## src/rtl/seq_pattern_detector_if.sv

```systemverilog
// seq_pattern_detector_if: serial data, configuration and match status bundle for the pattern detector
interface seq_pattern_detector_if #(
  parameter int PAT_W = 2,
  parameter int CNT_W = 8
);
  logic A, a_valid, cfg_load, cfg_overlap, clr_count, Y;
  logic [PAT_W-1:0] cfg_pattern;
  logic [CNT_W-1:0] match_count;
  modport master (
    output A, a_valid, cfg_load, cfg_pattern, cfg_overlap, clr_count,
    input  Y, match_count
  );
  modport slave (
    input  A, a_valid, cfg_load, cfg_pattern, cfg_overlap, clr_count,
    output Y, match_count
  );
endinterface

```

## src/rtl/seq_pattern_detector.sv

```systemverilog
// seq_pattern_detector: serial detector matching the last PAT_W valid bits against a loadable pattern
module seq_pattern_detector #(
  parameter int               PAT_W       = 2,
  parameter logic [PAT_W-1:0] RST_PATTERN = 2'b01,
  parameter logic             RST_OVERLAP = 1'b1,
  parameter int               CNT_W       = 8
) (
  input logic clk,
  input logic rst,
  seq_pattern_detector_if.slave bus
);
  localparam int FW = $clog2(PAT_W + 1);
  localparam logic [FW-1:0] EMPTY = '0;
  localparam logic [FW-1:0] ARMED = FW'(PAT_W);
  logic [PAT_W-1:0] pat_q, pat_d, hist_q, hist_d, nh;
  logic [FW-1:0] fill_q, fill_d, nf;
  logic [CNT_W-1:0] cnt_q, cnt_d;
  logic ovl_q, ovl_d, y_q, match, flush;
  always_comb begin
    nh = {hist_q[PAT_W-2:0], bus.A};
    nf = (fill_q == ARMED) ? ARMED : fill_q + 1'b1;
    match = bus.a_valid && !bus.cfg_load && nf == ARMED && nh == pat_q;
    // non-overlapping mode restarts the history after every hit
    flush = bus.cfg_load || (match && !ovl_q);
    pat_d = bus.cfg_load ? bus.cfg_pattern : pat_q;
    ovl_d = bus.cfg_load ? bus.cfg_overlap : ovl_q;
    hist_d = flush ? '0 : bus.a_valid ? nh : hist_q;
    fill_d = flush ? EMPTY : bus.a_valid ? nf : fill_q;
    cnt_d = bus.clr_count ? '0 : (match && cnt_q != '1) ? cnt_q + 1'b1 : cnt_q;
  end
  always_ff @(posedge clk) begin
    if (rst) begin
      pat_q  <= RST_PATTERN;
      ovl_q  <= RST_OVERLAP;
      hist_q <= '0;
      fill_q <= EMPTY;
      y_q    <= 1'b0;
      cnt_q  <= '0;
    end else begin
      pat_q  <= pat_d;
      ovl_q  <= ovl_d;
      hist_q <= hist_d;
      fill_q <= fill_d;
      y_q    <= match;
      cnt_q  <= cnt_d;
    end
  end
  assign bus.Y = y_q;
  assign bus.match_count = cnt_q;
endmodule

```

## src/flat_wrapper.sv

```systemverilog
// flat-port wrapper written by rule: the top's interface ports become plain ports
module seq_pattern_detector_flat 
#(
  parameter int               PAT_W       = 2,
  parameter logic [PAT_W-1:0] RST_PATTERN = 2'b01,
  parameter logic             RST_OVERLAP = 1'b1,
  parameter int               CNT_W       = 8
)
  (clk, rst, bus_A, bus_a_valid, bus_cfg_load, bus_cfg_pattern, bus_cfg_overlap, bus_clr_count, bus_Y, bus_match_count);
  seq_pattern_detector_if #(.PAT_W(PAT_W), .CNT_W(CNT_W)) bus_i ();
  input logic clk;
  input logic rst;
  input wire logic [$bits(bus_i.A)-1:0] bus_A;
  input wire logic [$bits(bus_i.a_valid)-1:0] bus_a_valid;
  input wire logic [$bits(bus_i.cfg_load)-1:0] bus_cfg_load;
  input wire logic [$bits(bus_i.cfg_pattern)-1:0] bus_cfg_pattern;
  input wire logic [$bits(bus_i.cfg_overlap)-1:0] bus_cfg_overlap;
  input wire logic [$bits(bus_i.clr_count)-1:0] bus_clr_count;
  output wire logic [$bits(bus_i.Y)-1:0] bus_Y;
  output wire logic [$bits(bus_i.match_count)-1:0] bus_match_count;
  assign bus_i.A = bus_A;
  assign bus_i.a_valid = bus_a_valid;
  assign bus_i.cfg_load = bus_cfg_load;
  assign bus_i.cfg_pattern = bus_cfg_pattern;
  assign bus_i.cfg_overlap = bus_cfg_overlap;
  assign bus_i.clr_count = bus_clr_count;
  assign bus_Y = bus_i.Y;
  assign bus_match_count = bus_i.match_count;
  seq_pattern_detector #(.PAT_W(PAT_W), .RST_PATTERN(RST_PATTERN), .RST_OVERLAP(RST_OVERLAP), .CNT_W(CNT_W)) u_core (.clk(clk), .rst(rst), .bus(bus_i));
endmodule
```

## config.mk

```make
export PLATFORM = sky130hd
export DESIGN_NAME = seq_pattern_detector_flat
export DESIGN_NICKNAME = d
export VERILOG_FILES = /design/src/rtl/seq_pattern_detector_if.sv /design/src/rtl/seq_pattern_detector.sv /design/src/flat_wrapper.sv
export SDC_FILE = /design/constraint.sdc
export NUM_CORES = 1
export LEC_CHECK = 0
export ABC_AREA = 1
export BUFFER_PORTS_ARGS = -buffer_cell sky130_fd_sc_hd__buf_2
export CAP_MARGIN = 20
export CORE_MARGIN = 5
export CORE_UTILIZATION = 45
export DETAILED_ROUTE_END_ITERATION = 6
export GPL_TIMING_DRIVEN = 0
export PLACE_DENSITY_LB_ADDON = 0.1
export SLEW_MARGIN = 20
export SYNTH_ARGS = -nofsm -noshare
export SYNTH_HDL_FRONTEND = slang
export SYNTH_SLANG_ARGS = --single-unit
```

## constraint.sdc

```tcl
create_clock -name clk -period 2.8 [get_ports clk]
set_clock_uncertainty 0.2 [all_clocks]
set_input_delay 0.28 -clock clk [delete_from_list [all_inputs] [get_ports clk]]
set_output_delay 0.28 -clock clk [all_outputs]
set_load 0.03 [all_outputs]
```

# ---- Word-level counts from Yosys, hierarchy flattened
# Index checks and enable logic that the tools add are counted.
dict set report word_totals {
  regBits 15
  inputBits 9
  output_inout_bits 9
  word_cells 23
}
dict set report classes {
  add_sub_neg 2
  n_eq_ne 4
  n_mux 1
  n_reduce_logical 10
}
# cell count
set op_table {}
lappend op_table {{adder 8 x 1 -> 8 bit, second input constant} 1}
lappend op_table {{inequality test 8 bit, second input constant} 1}
lappend op_table {{logical AND 1 bit} 5}
lappend op_table {{equality test 2 bit, second input constant} 2}
lappend op_table {{OR reduction 2 bit} 2}
lappend op_table {{adder 2 x 1 -> 2 bit, second input constant} 1}
lappend op_table {{equality test 2 bit} 1}
lappend op_table {{logical NOT 1 bit} 2}
lappend op_table {{two-way mux 2 bit} 1}
lappend op_table {{logical OR 1 bit} 1}

# ---- Logic depth before layout (Yosys ltp)
# Gate-level depths: netlist of the first run.
dict set report depth {
  depth_word 8
  mapped_depth 9
  ltp_nobuf 8
}

# ---- Worst setup path after synthesis of the first run
# OpenSTA, ideal clock, no wires.
dict set report synth_path {
  path_kind {register to register}
  startpoint {register u_core.cnt_q[1], in the netlist u_core.bus.match_count[1]}
  endpoint {register u_core.cnt_q[4], in the netlist u_core.bus.match_count[4]}
  setup_ns 0.113
  arrival_time_ns 1.416
  t_required_ns 2.487
  path_slack_ns 1.071
  path_stages_with_launch 10
  path_buffers 1
  period_less_slack_ns 1.729
  path_cell_list {dfxtp_1 -> ha_1 -> nand2_1 -> nor2_1 -> nand2_1 -> nand3_2 -> buf_6 -> nand2_1 -> nand2_1 -> nor2_1}
}
dict set report synth_via {
  elab_chain_cells 2
  elab_cells_between_ends 3
  cone_classes {add/sub: 1; eq/ne: 1; reduce/logical: 1}
}
# element line
set synth_lines {}
lappend synth_lines {{start, declared} seq_pattern_detector.sv:17} ;# logic [CNT_W-1:0] cnt_q, cnt_d;
lappend synth_lines {{start signal, assigned} seq_pattern_detector.sv:45} ;# cnt_q <= cnt_d;
lappend synth_lines {{parallel branches: the longest is 2 deep, another holds adder 8 x 1 -> 8 bit} --}
# Several ways; the timed one is not identified.
# A chain may end at the register's enable or synchronous reset.

# ---- Worst setup path after layout of the first run
dict set report layout_path {
  startpoint {register u_core.fill_q[0]}
  endpoint {register u_core.fill_q[1]}
}
dict set report layout_via {
  elab_chain_cells 8
  elab_cells_between_ends 9
  cone_classes {add/sub: 1; eq/ne: 2; mux: 1; reduce/logical: 5}
}
# element line
set layout_lines {}
lappend layout_lines {{start, declared} seq_pattern_detector.sv:16} ;# logic [FW-1:0] fill_q, fill_d, nf;
lappend layout_lines {{start signal, assigned} seq_pattern_detector.sv:43} ;# fill_q <= fill_d;
lappend layout_lines {{adder 2 x 1 -> 2 bit or equality test 2 bit (tied branches)} seq_pattern_detector.sv:21} ;# nf = (fill_q == ARMED) ? ARMED : fill_q + 1'b1;
lappend layout_lines {{two-way mux 2 bit *} seq_pattern_detector.sv:21}
lappend layout_lines {{named net u_core.nf[1]} seq_pattern_detector.sv:16}
lappend layout_lines {{equality test 2 bit} seq_pattern_detector.sv:22} ;# match = bus.a_valid && !bus.cfg_load && nf == ARMED && nh == pat_q;
lappend layout_lines {{logical AND 1 bit (2 in series)} seq_pattern_detector.sv:22}
lappend layout_lines {{logical AND 1 bit} seq_pattern_detector.sv:24} ;# flush = bus.cfg_load || (match && !ovl_q);
lappend layout_lines {{logical OR 1 bit} seq_pattern_detector.sv:24}
lappend layout_lines {{OR reduction 2 bit (no source line)} --}
# The timed path passes the listed nets; every way through them passes the cells marked *.

==> run metrics, run 1 <==
status complete, no violations; cell area after synthesis between 700 and 800 sq um; f_max ~600 MHz; Leakage between 0.5 and 0.6 nW; pin count of the biggest net entering global routing 11; CP endpoint kind flop; Sequential Power Share 0.580; Worst-Margin Slew roughly 0.56 ns; dominant synthesized flop cell dfxtp_1; DIE AREA approximately 2700 sq um; Post-synth top cells nand2_1, nor2_1, inv_1; n_diodes 0; crit-path max FO 4; Vias approximately 750; post-detailed-route count of antenna-violating nets 0; TritonCTS Buffers 3; clock root buffer clkbuf_4; Max Cap Violations 0; top post-synthesis cells by area dfxtp_1, nand2_1, nor2_1; Die Y 52.2 um; Req. time, crit path ~2.8 ns; Tot Pwr 0.382 mW; crit-path max cell delay roughly 0.32 ns; cell count after synthesis about 120; number of port buffers 17; Core Box Area 1710 sq um; gr ovfl total 0; Avg WL per Cell 9.05 um; pre-CTS WS ~1.1 ns; syn_nets around 130; Sequential Area approximately 300 sq um; Setup WS post-layout between 1 and 1.5 ns; CP max-delay cell dfxtp_1; Peak supply drop about 0.00025 V; Setup crit start kind flop; shortest period the worst path allows ~1.7 ns; Synth top area share 0.376; Final Hold Fails 0; Pint ~0.29 mW; final non-filler cell total between 150 and 200; switching power approximately 0.092 mW; HP Class in -> reg; area growth from synthesis to layout 20.3%; post-CTS sizing 0; multi-input logic area roughly 420 sq um; endpoints failing setup 0; drt drc 0; Yosys warning total 0; Post-Route Hold Slack between 0.015 and 0.02 ns; Netlist cell types 19; Bufs on Longest Clock Path 2; Nets approximately 150; H-tree Lvls 1; Tot GR Track Use 0.132; Final HPWL DP 1.15 mm; clk sink count 15; Tcrit/Tclk final 0.592; sequential fraction of the synthesis area 0.376; share of cells above drive strength 1 0.184; first-pass GRT wire length between 2 and 3 mm; number of global-route vias before repair 667; post-synth top area cell dfxtp_1; Layout Utilization 0.563; ys async rst share 0; pwr dens 397 nW/um^2; Syn Area/Cell just under 7 sq um; fin. max-slew vios 0; synthesized flop and latch total 15; mean number of vias per cell approximately 4.5; Worst EP arrival between 1.5 and 2 ns; relative slew slack 0.628; Comb pwr share 0.097; crit-path cells inv_1 -> ha_1 -> nand3_2 -> nor2_4 -> nand2_1 -> o21ai_1 -> nor2_1; Setup CP Type reg -> reg; clock-pin slew on the worst setup and hold paths 0.09 ns; Fill cells roughly 180; CTS tree done; Placed Area 916 sq um; total wire length 1.50 mm; Setup TNS Final 0 ns; row count 15; initial antenna violation count 0; clock network power share 0.323; count leader, synth nand2_1; Placed Cells 160; routability cong. around 0.72; Pre-antenna DRT Iters 2; Initial Util 0.468; final instance area 962 sq um; Die Width around 52 um; RSZ-0062 raised after global routing no; initial DRC count 5; Sw Share 0.241; worst skew pair latency around 0.28 ns; Post-synth EDFFs 0; I/O Pins 18
[layer usage]
layer,GRT usage,part of all wire
met2,0.199,0.40
met5,0,0
met1,0.174,0.51
met4,0.0638,0.027
met3,0.0344,0.059
[area by class of cell]
class	instances	share of cell area
Sequential cell	15	0.312
Buffer	1	0.0117
Multi-Input combinational cell	85	0.441
Timing Repair Buffer	19	0.109
Tap cell	25	0.0325
Clock buffer	4	0.0273
Inverter	17	0.0663
[kinds of logic (layout without fill, tap and decap cells)]
kind of cell / Yosys count / count (layout) / share of synthesized area
mux: 1 / 1 / 0.0125
xor+xnor: 4 / 4 / 0.0673
buf+inv: 18 / 41 / 0.0939
compound gates: 9 / 9 / 0.0563
flops: 15 / 15 / 0.376
fa+ha+maj: 2 / 2 / 0.0313
simple gates: 69 / 69 / 0.363
[worst max-delay path: cells and delay by family (launching register included)]
family,cells,cell delay (ns)
AOI/OAI and AO/OA,1,0.25
DFF,1,0.32
and+or+nand+nor,4,0.44
adders and majority gates,1,0.30
buffers and inverters,1,0.05
[flip-flops by register name, indices dropped and copies added, names as in the netlist]
signal and flops:
u_core.fill_q 2, u_core.hist_q 1, u_core.bus.match_count 8, u_core.pat_q 2, u_core.ovl_q 1, u_core.bus.Y 1
[final timing paths]
path	start	endpoint	slack [ns]	depth (start not counted)
min reg2reg	u_core.ovl_q$_SDFFE_PP1P_	u_core.ovl_q$_SDFFE_PP1P_	0.26	2
max	u_core.fill_q[0]$_SDFFE_PP0P_	u_core.fill_q[1]$_SDFFE_PP0P_	1.14	7
max reg2reg	u_core.fill_q[0]$_SDFFE_PP0P_	u_core.fill_q[1]$_SDFFE_PP0P_	1.14	7
min	rst	u_core.pat_q[1]$_SDFFE_PP0P_	0.02	2
[cells in the final DEF (no fill, tap or decap)]
cell	n
nand3_1	4
buf_6	1
nand3_2	2
nand4_1	2
nor2_1	25
inv_2	1
ha_1	2
xnor2_4	1
clkbuf_4	3
o21ai_0	3
nand2_1	34
nor2_4	1
o21ai_1	1
dfxtp_1	15
mux2i_1	1
clkbuf_1	1
inv_1	16
buf_2	17
xor2_1	2
dlygate4sd3_1	2
nor3_1	1
a21oi_1	5
xnor2_1	1
[timing repair]
action                                 in CTS  in global routing
endpoints found under the hold margin       2                  0
hold buffers                                2                  0
buffers inserted                            0                  0
[power by group through the flow]
stage	clock, mW	combinational, mW	sequential, mW
5_1_grt	0.140	0.0426	0.223
2_1_floorplan	0	0.0211	0.228
3_3_place_gp	0	0.0344	0.227
3_5_place_dp	0	0.0354	0.227
6_report	0.123	0.0372	0.222
4_1_cts	0.135	0.0378	0.222
(Power assumes the default switching activity.)
==> run 2: changes to the inputs <==
Clock period 2.8 ns to 1.5 ns, I/O delays scaled along.
==> run 2 against run 1 <==
Maximum frequency increased by 7.4%. Die area stayed put. The flow now finishes with violations (negative hold slack, negative setup slack). Largest cell class unchanged. Sequential power increased by 86%. Highest routed layer unchanged. Total power increased by 90%. Via count grew 6.3%. Cell count grew 4.8%. Cell area is 15% higher. Count of clock-buffer cells in the layout unchanged. Critical path depth grew 2.
==> run metrics, run 2 (same netlist as run 1, synthesis figures left out) <==
relative slew slack 0.612 (-0.0161); clk sink count 15 (unchanged); shortest period the worst path allows 1.54 ns (-0.115 ns); worst skew pair latency 0.27 ns (about the same); f_max 648 MHz (+7.4%); crit-path cells inv_2 -> ha_4 -> nand3_4 -> nor2_4 -> nand3_4 -> buf_6 -> nand2_2 -> nand2_1 -> nor2_1; pwr dens 657 nW/um^2 (+65%); H-tree Lvls 1 (unchanged); routability cong. 0.786 (+8.9%); Tcrit/Tclk final 1.03 (+0.437); Setup crit start kind flop; post-detailed-route count of antenna-violating nets 0 (unchanged); CP endpoint kind flop; Nets 161 (+5.2%); RSZ-0062 raised after global routing yes; pin count of the biggest net entering global routing 9 (-2); max FFs per register 8 (unchanged); Worst Setup SP u_core.fill_q[0]$_SDFFE_PP0P_; initial DRC count 17 (+12); Post-Route Hold Slack -0.00136 ns (-0.0177 ns); Crit Reg-Reg Endpoint u_core.bus.match_count[0]$_SDFFE_PP0P_; Min-Delay Path Depth 4 (+2); area growth from synthesis to layout 38.7%; Leakage 0.546 nW (+8.3%); clock-pin slew on the worst setup and hold paths 0.09 ns (about the same); drt drc 0 (unchanged); Die Width 52.2 um (unchanged); final instance area 1110 sq um (+15%); Worst EP arrival 1.56 ns (-0.08 ns); R2R Setup Slk -0.04 ns (-1.19 ns); Bufs on Longest Clock Path 2 (unchanged); WHS Endpoint u_core.ovl_q$_SDFFE_PP1P_; Req. time, crit path 1.51 ns (-1.27 ns); Pre-antenna DRT Iters 4 (+2); Avg WL per Cell 9.78 um (+8.0%); CTS tree done; Fill cells 168 (-8.2%); most common cell after layout, fill and taps aside nand2_1; I/O Pins 18 (unchanged); pre-CTS WS -0.173 ns (-1.30 ns); endpoints failing setup 10 (+10); crit-path max FO 5 (+1); Reg2Reg Depth 9 (+2); number of port buffers 17 (unchanged); violated checks negative hold slack, negative setup slack; Setup CP Type reg -> reg; Tot GR Track Use 0.146 (+0.0143); R2R Path Start u_core.fill_q[0]$_SDFFE_PP0P_; DIE AREA 2720 sq um (unchanged); HP Class in -> reg; delay-heaviest family, CP simple AND/OR/NAND/NOR gates; Placed Area 941 sq um (+2.7%); fin. max-slew vios 0 (unchanged); Placed Cells 160 (unchanged); hold path startpoint bus_cfg_load; Tot Pwr 0.728 mW (+90%); Final Hold Fails 1 (+1); most used cell, CP nand3_4; status complete, but fails checks; crit path buf inv count 2 (+1); Initial Util 0.468 (unchanged); CP max-delay cell dfxtp_2; clock root buffer clkbuf_4; TritonCTS Buffers 3 (unchanged); number of global-route vias before repair 723 (+8.4%); total wire length 1.70 mm (+13%); mean number of vias per cell 4.55 (+1.4%); Vias 792 (+6.3%); final non-filler cell total 174 (+4.8%); share of cells above drive strength 1 0.295 (+0.111); initial antenna violation count 0 (unchanged); Setup WS post-layout -0.0443 ns (-1.19 ns); Final HPWL DP 1.14 mm (-0.87%); Worst-Margin Slew 0.580 ns (+0.0240 ns); Max Cap Violations 0 (unchanged); first-pass GRT wire length 2.95 mm (+10%); row count 15 (unchanged); Peak supply drop 0.000584 V (+130%); commonest cells after routing, fill and taps aside nand2_1, nor2_1, buf_2; Core Box Area 1710 sq um (unchanged); Die Y 52.2 um (unchanged); crit-path max cell delay 0.33 ns (about the same); gr ovfl total 0 (unchanged); n_diodes 0 (unchanged)
-- run 2: stage by stage --
| stage | utilization | setup TNS (ns) |
|---|---|---|
| 6_report | 0.649 | -0.325 |
| 5_1_grt | 0.649 | -1.49 |
| 4_1_cts | 0.632 | -0.700 |
| 3_5_place_dp | 0.551 | -1.22 |
| 3_3_place_gp | 0.551 | -0.783 |
| 2_1_floorplan | - | 0 |
-- run 2: routing by layer --
layer | global-route usage | vias to the layer above | part of all wire
li1 | - | 422 | -
met1 | 0.185 | 351 | 0.47
met2 | 0.234 | 17 | 0.47
met3 | 0.0287 | 2 | 0.057
met4 | 0.0766 | 0 | 0.010
met5 | 0 | - | 0
-- run 2: power by group --
part / internal (mW) / leakage, nW / switching (mW)
Clock: 0.103 / 0.0150 / 0.120
Combinational: 0.0462 / 0.405 / 0.0465
Sequential: 0.404 / 0.125 / 0.00859
Total: 0.553 / 0.546 / 0.175
-- run 2: cell type report --
type | count | area [sq um] | area share
well taps | 25 | 31.3 | 0.0282
inverters | 17 | 63.8 | 0.0576
plain buffers | 1 | 11.3 | 0.0102
repair buffers | 27 | 178 | 0.160
clock buffers | 4 | 26.3 | 0.0237
multi-input cells | 85 | 485 | 0.438
flip-flops and latches | 15 | 313 | 0.282
-- run 2: worst max path at each step --
stage / to / slack, ns / cells past startpoint
after floorplan: u_core.bus.match_count[4]$_SDFFE_PP0P_ / 0.01 / 9
after global placement: u_core.hist_q[0]$_SDFFE_PP0P_ / -0.13 / 7
after detailed placement: u_core.fill_q[1]$_SDFFE_PP0P_ / -0.17 / 7
after CTS: u_core.bus.match_count[1]$_SDFFE_PP0P_ / -0.09 / 9
after global routing: u_core.bus.match_count[0]$_SDFFE_PP0P_ / -0.18 / 9
final: u_core.bus.match_count[0]$_SDFFE_PP0P_ / -0.04 / 9
-- run 2: what timing repair did --
item / in CTS / in global routing
endpoints found under the hold margin: 5 / 3
endpoints found under the setup margin: 10 / 11
pin swaps: 5 / 6
resized for setup: 9 / 4
gates cloned: 1 / 0
buffers inserted: 2 / 0
hold buffers: 6 / 1
-- run 2: worst register-to-register path, stage by stage (launching register included) --
cell and delay, ns:
dfxtp_2 0.33, inv_2 0.04, ha_4 0.27, nand3_4 0.07, nor2_4 0.14, nand3_4 0.10
buf_6 0.15, nand2_2 0.04, nand2_1 0.04, nor2_1 0.10
==> run 3: changes to the inputs <==
Settings changed: ABC_AREA 1 to not set.
==> run 3 against run 2 <==
The run ends with negative setup slack left. Register-to-register slack got worse by 0.48 ns. Worst hold slack better by 0.015 ns. Largest power group unchanged. Utilization increased by 7.8 points. Sequential cell count unchanged. Largest cell class unchanged. Worst setup slack worse by 0.48 ns. Cell area shrank 1.1%. Die area fell by 8.9%. Non-clock buffer count up 10. Critical path depth decreased by 3.
==> run metrics, run 3 <==
share of cells above drive strength 1 0.420 (+0.125); H-tree Lvls 1 (unchanged); RSZ-0062 raised after global routing yes; Worst EP arrival 2.05 ns (+0.49 ns); final non-filler cell total 135 (-22%); relative slew slack 0.679 (+0.0667); mux share of post-synthesis cell area 0.0422 (+0.0297); TritonCTS Buffers 3 (unchanged); clock-pin slew on the worst setup and hold paths 0.09 ns (about the same); initial DRC count 8 (-9); Syn Area/Cell 8.90 sq um (+31%); f_max 493 MHz (-24%); post-synthesis compound-gate area fraction 0.193 (+0.137); Tot Pwr 0.735 mW (+1.0%); row count 14 (-1); pin count of the biggest net entering global routing 10 (+1); commonest cells after routing, fill and taps aside buf_2, dfxtp_1, buf_4; Avg WL per Cell 13.6 um (+39%); Worst Setup SP u_core.fill_q[1]$_SDFFE_PP0P_; Setup WS post-layout -0.528 ns (-0.484 ns); WL met2 896 um (+13%); I/O Pins 18 (unchanged); mean number of vias per cell 5.51 (+21%); Netlist cell types 31 (+12); Tcrit/Tclk final 1.35 (+0.322); n_diodes 0 (unchanged); Layout Utilization 0.728 (+0.0785); Yosys warning total 0 (unchanged); post-synth top area cell dfxtp_1; ys async rst share 0 (unchanged); initial antenna violation count 0 (unchanged); Worst-Margin Slew 0.478 ns (-0.102 ns); clk sink count 15 (unchanged); dominant synthesized flop cell dfxtp_1; crit path buf inv count 1 (-1); post-synthesis adder-cell area fraction 0.0351 (+0.00385); drt drc 0 (unchanged); Post-Synth XOR/XNOR Area 0.0246 (-0.0427); endpoints failing setup 12 (+2); routability cong. 0.799 (+1.6%); CP endpoint kind flop; gr ovfl total 0 (unchanged); most common cell after layout, fill and taps aside buf_2; Peak supply drop 0.000517 V (-11%); count leader, synth dfxtp_1; main combinational cell family by area after synthesis simple AND/OR/NAND/NOR gates; Final HPWL DP 1.13 mm (-1.4%); Core Box Area 1510 sq um (-12%); R2R Path Start u_core.fill_q[1]$_SDFFE_PP0P_; CP max-delay cell or4b_1; Synth top area share 0.422 (+0.0462); Nets 131 (-19%); Post-synth EDFFs 0 (unchanged); CTS tree done; Leakage 0.447 nW (-18%); Vias 744 (-6.1%); Placed Cells 112 (-30%); fin. max-slew vios 0 (unchanged); Die Width 49.8 um (-4.6%); HP Class in -> reg; synthesized flop and latch total 15 (unchanged); Synth Area in Simple Gates 0.239 (-0.124); Bufs on Longest Clock Path 2 (unchanged); R2R Setup Slk -0.53 ns (-0.48 ns); number of port buffers 16 (-1); crit-path max cell delay 0.48 ns (+0.15 ns); Final Hold Fails 0 (-1); shortest period the worst path allows 2.03 ns (+0.484 ns); cell count after synthesis 80 (-32%); Tot GR Track Use 0.165 (+0.0188); worst skew pair latency 0.28 ns (about the same); Max Cap Violations 0 (unchanged); pwr dens 671 nW/um^2 (+2.2%); Setup TNS Final -4.88 ns (-4.56 ns); cell area after synthesis 712 sq um (-11%); met1 wire length 855 um (+8.0%); Crit Reg-Reg Endpoint u_core.bus.match_count[5]$_SDFFE_PP0P_; Setup CP Type reg -> reg; Setup crit start kind flop; WL met3 68 um (-30%); number of global-route vias before repair 746 (+3.2%); first-pass GRT wire length 3.26 mm (+11%); Pre-antenna DRT Iters 4 (unchanged); crit-path max FO 5 (unchanged); crit-path cells inv_2 -> ha_4 -> nand2_4 -> or4_4 -> or4b_1 -> a21oi_1; DIE AREA 2480 sq um (-8.9%); top post-synthesis cells by area dfxtp_1, a21oi_1, mux2i_1; delay-heaviest family, CP simple AND/OR/NAND/NOR gates; syn_nets 91 (-29%); crit path to u_core.bus.match_count[5]$_SDFFE_PP0P_; sequential fraction of the synthesis area 0.422 (+0.0462); highest metal used met4; status complete, but fails checks; CP Depth 6 (-3); area growth from synthesis to layout 54.0%; Req. time, crit path 1.52 ns (about the same); Fill cells 123 (-27%); clock root buffer clkbuf_4; violated checks negative setup slack; total wire length 1.83 mm (+7.6%); Initial Util 0.473 (+0.00446); Die Y 49.8 um (-4.6%); post-detailed-route count of antenna-violating nets 0 (unchanged); Reg2Reg Depth 6 (-3); Post-synth top cells dfxtp_1, nor2_1, a21oi_1; max FFs per register 8 (unchanged)
[run 3: changes by cell type after synthesis, sizes merged, moves of 3 or more]
| cell | change |
|---|---|
| inv | -12 |
| nand2 | -30 |
| nand3 | -3 |
| nor2 | -18 |
| o31ai | +3 |
[run 3: what timing repair did]
action | in CTS | in global routing
hold buffers | 7 | 0
endpoints found under the hold margin | 6 | 0
gates cloned | 1 | 0
buffers inserted | 9 | 4
pin swaps | 2 | 3
gates resized for setup | 9 | 4
setup endpoints to repair | 12 | 12
[run 3: through the flow]
stage | setup WS (ns) | hold WS (ns) | instance area (sq um)
6_report | -0.528 | 0.0141 | 1100
5_1_grt | -0.570 | 0.0331 | 1100
4_1_cts | -0.506 | 0.00440 | 1060
3_5_place_dp | -0.502 | 0.165 | 847
3_3_place_gp | -0.493 | 0.155 | 847
2_1_floorplan | -0.428 | 0.0224 | 747
[run 3: worst min path at each step]
| stage | from | end | depth (start not counted) |
|---|---|---|---|
| final | bus_a_valid | u_core.fill_q[0]$_SDFFE_PP0P_ | 3 |
| after CTS | bus_a_valid | u_core.fill_q[0]$_SDFFE_PP0P_ | 3 |
| after detailed placement | bus_cfg_pattern[0] | u_core.pat_q[0]$_SDFFE_PP1P_ | 2 |
| after floorplan | rst | u_core.bus.Y$_SDFF_PP0_ | 1 |
| after global placement | bus_cfg_pattern[0] | u_core.pat_q[0]$_SDFFE_PP1P_ | 2 |
| after global routing | bus_a_valid | u_core.fill_q[0]$_SDFFE_PP0P_ | 3 |
[run 3: cell type report]
class	instances	area, sq um	share of cell area
Inverter	5	18.8	0.0171
Multi-Input combinational cell	57	468	0.427
Sequential cell	15	303	0.276
Buffer	3	18.8	0.0171
Tap cell	16	20.0	0.0183
Timing Repair Buffer	35	241	0.220
Clock buffer	4	26.3	0.0240
[run 3: per-layer routing]
metal | up-vias | track usage
met5 | - | 0
met4 | 0 | 0.0524
met3 | 2 | 0.0301
met2 | 14 | 0.265
met1 | 349 | 0.221
li1 | 379 | -
[run 3: cell families after synthesis]
| family | count (synthesis) |
|---|---|
| adder cells (fa/ha/maj) | 2 |
| AO/OA/AOI/OAI | 20 |
| buffers and inverters | 8 |
| flip-flops | 15 |
| AND/OR/NAND/NOR | 30 |
| multiplexers | 3 |
| XOR/XNOR | 2 |
[run 3: where the power goes]
part           switching, mW  internal [mW]  total, mW  leakage [nW]
clock                  0.125          0.103      0.228        0.0150
combinational         0.0414         0.0535     0.0949         0.309
sequential           0.00582          0.407      0.413         0.123
[run 3: tightest hold or removal path, stage by stage]
cell     delay (ns)
buf_2          0.15
mux2i_1        0.09
nor2_1         0.07
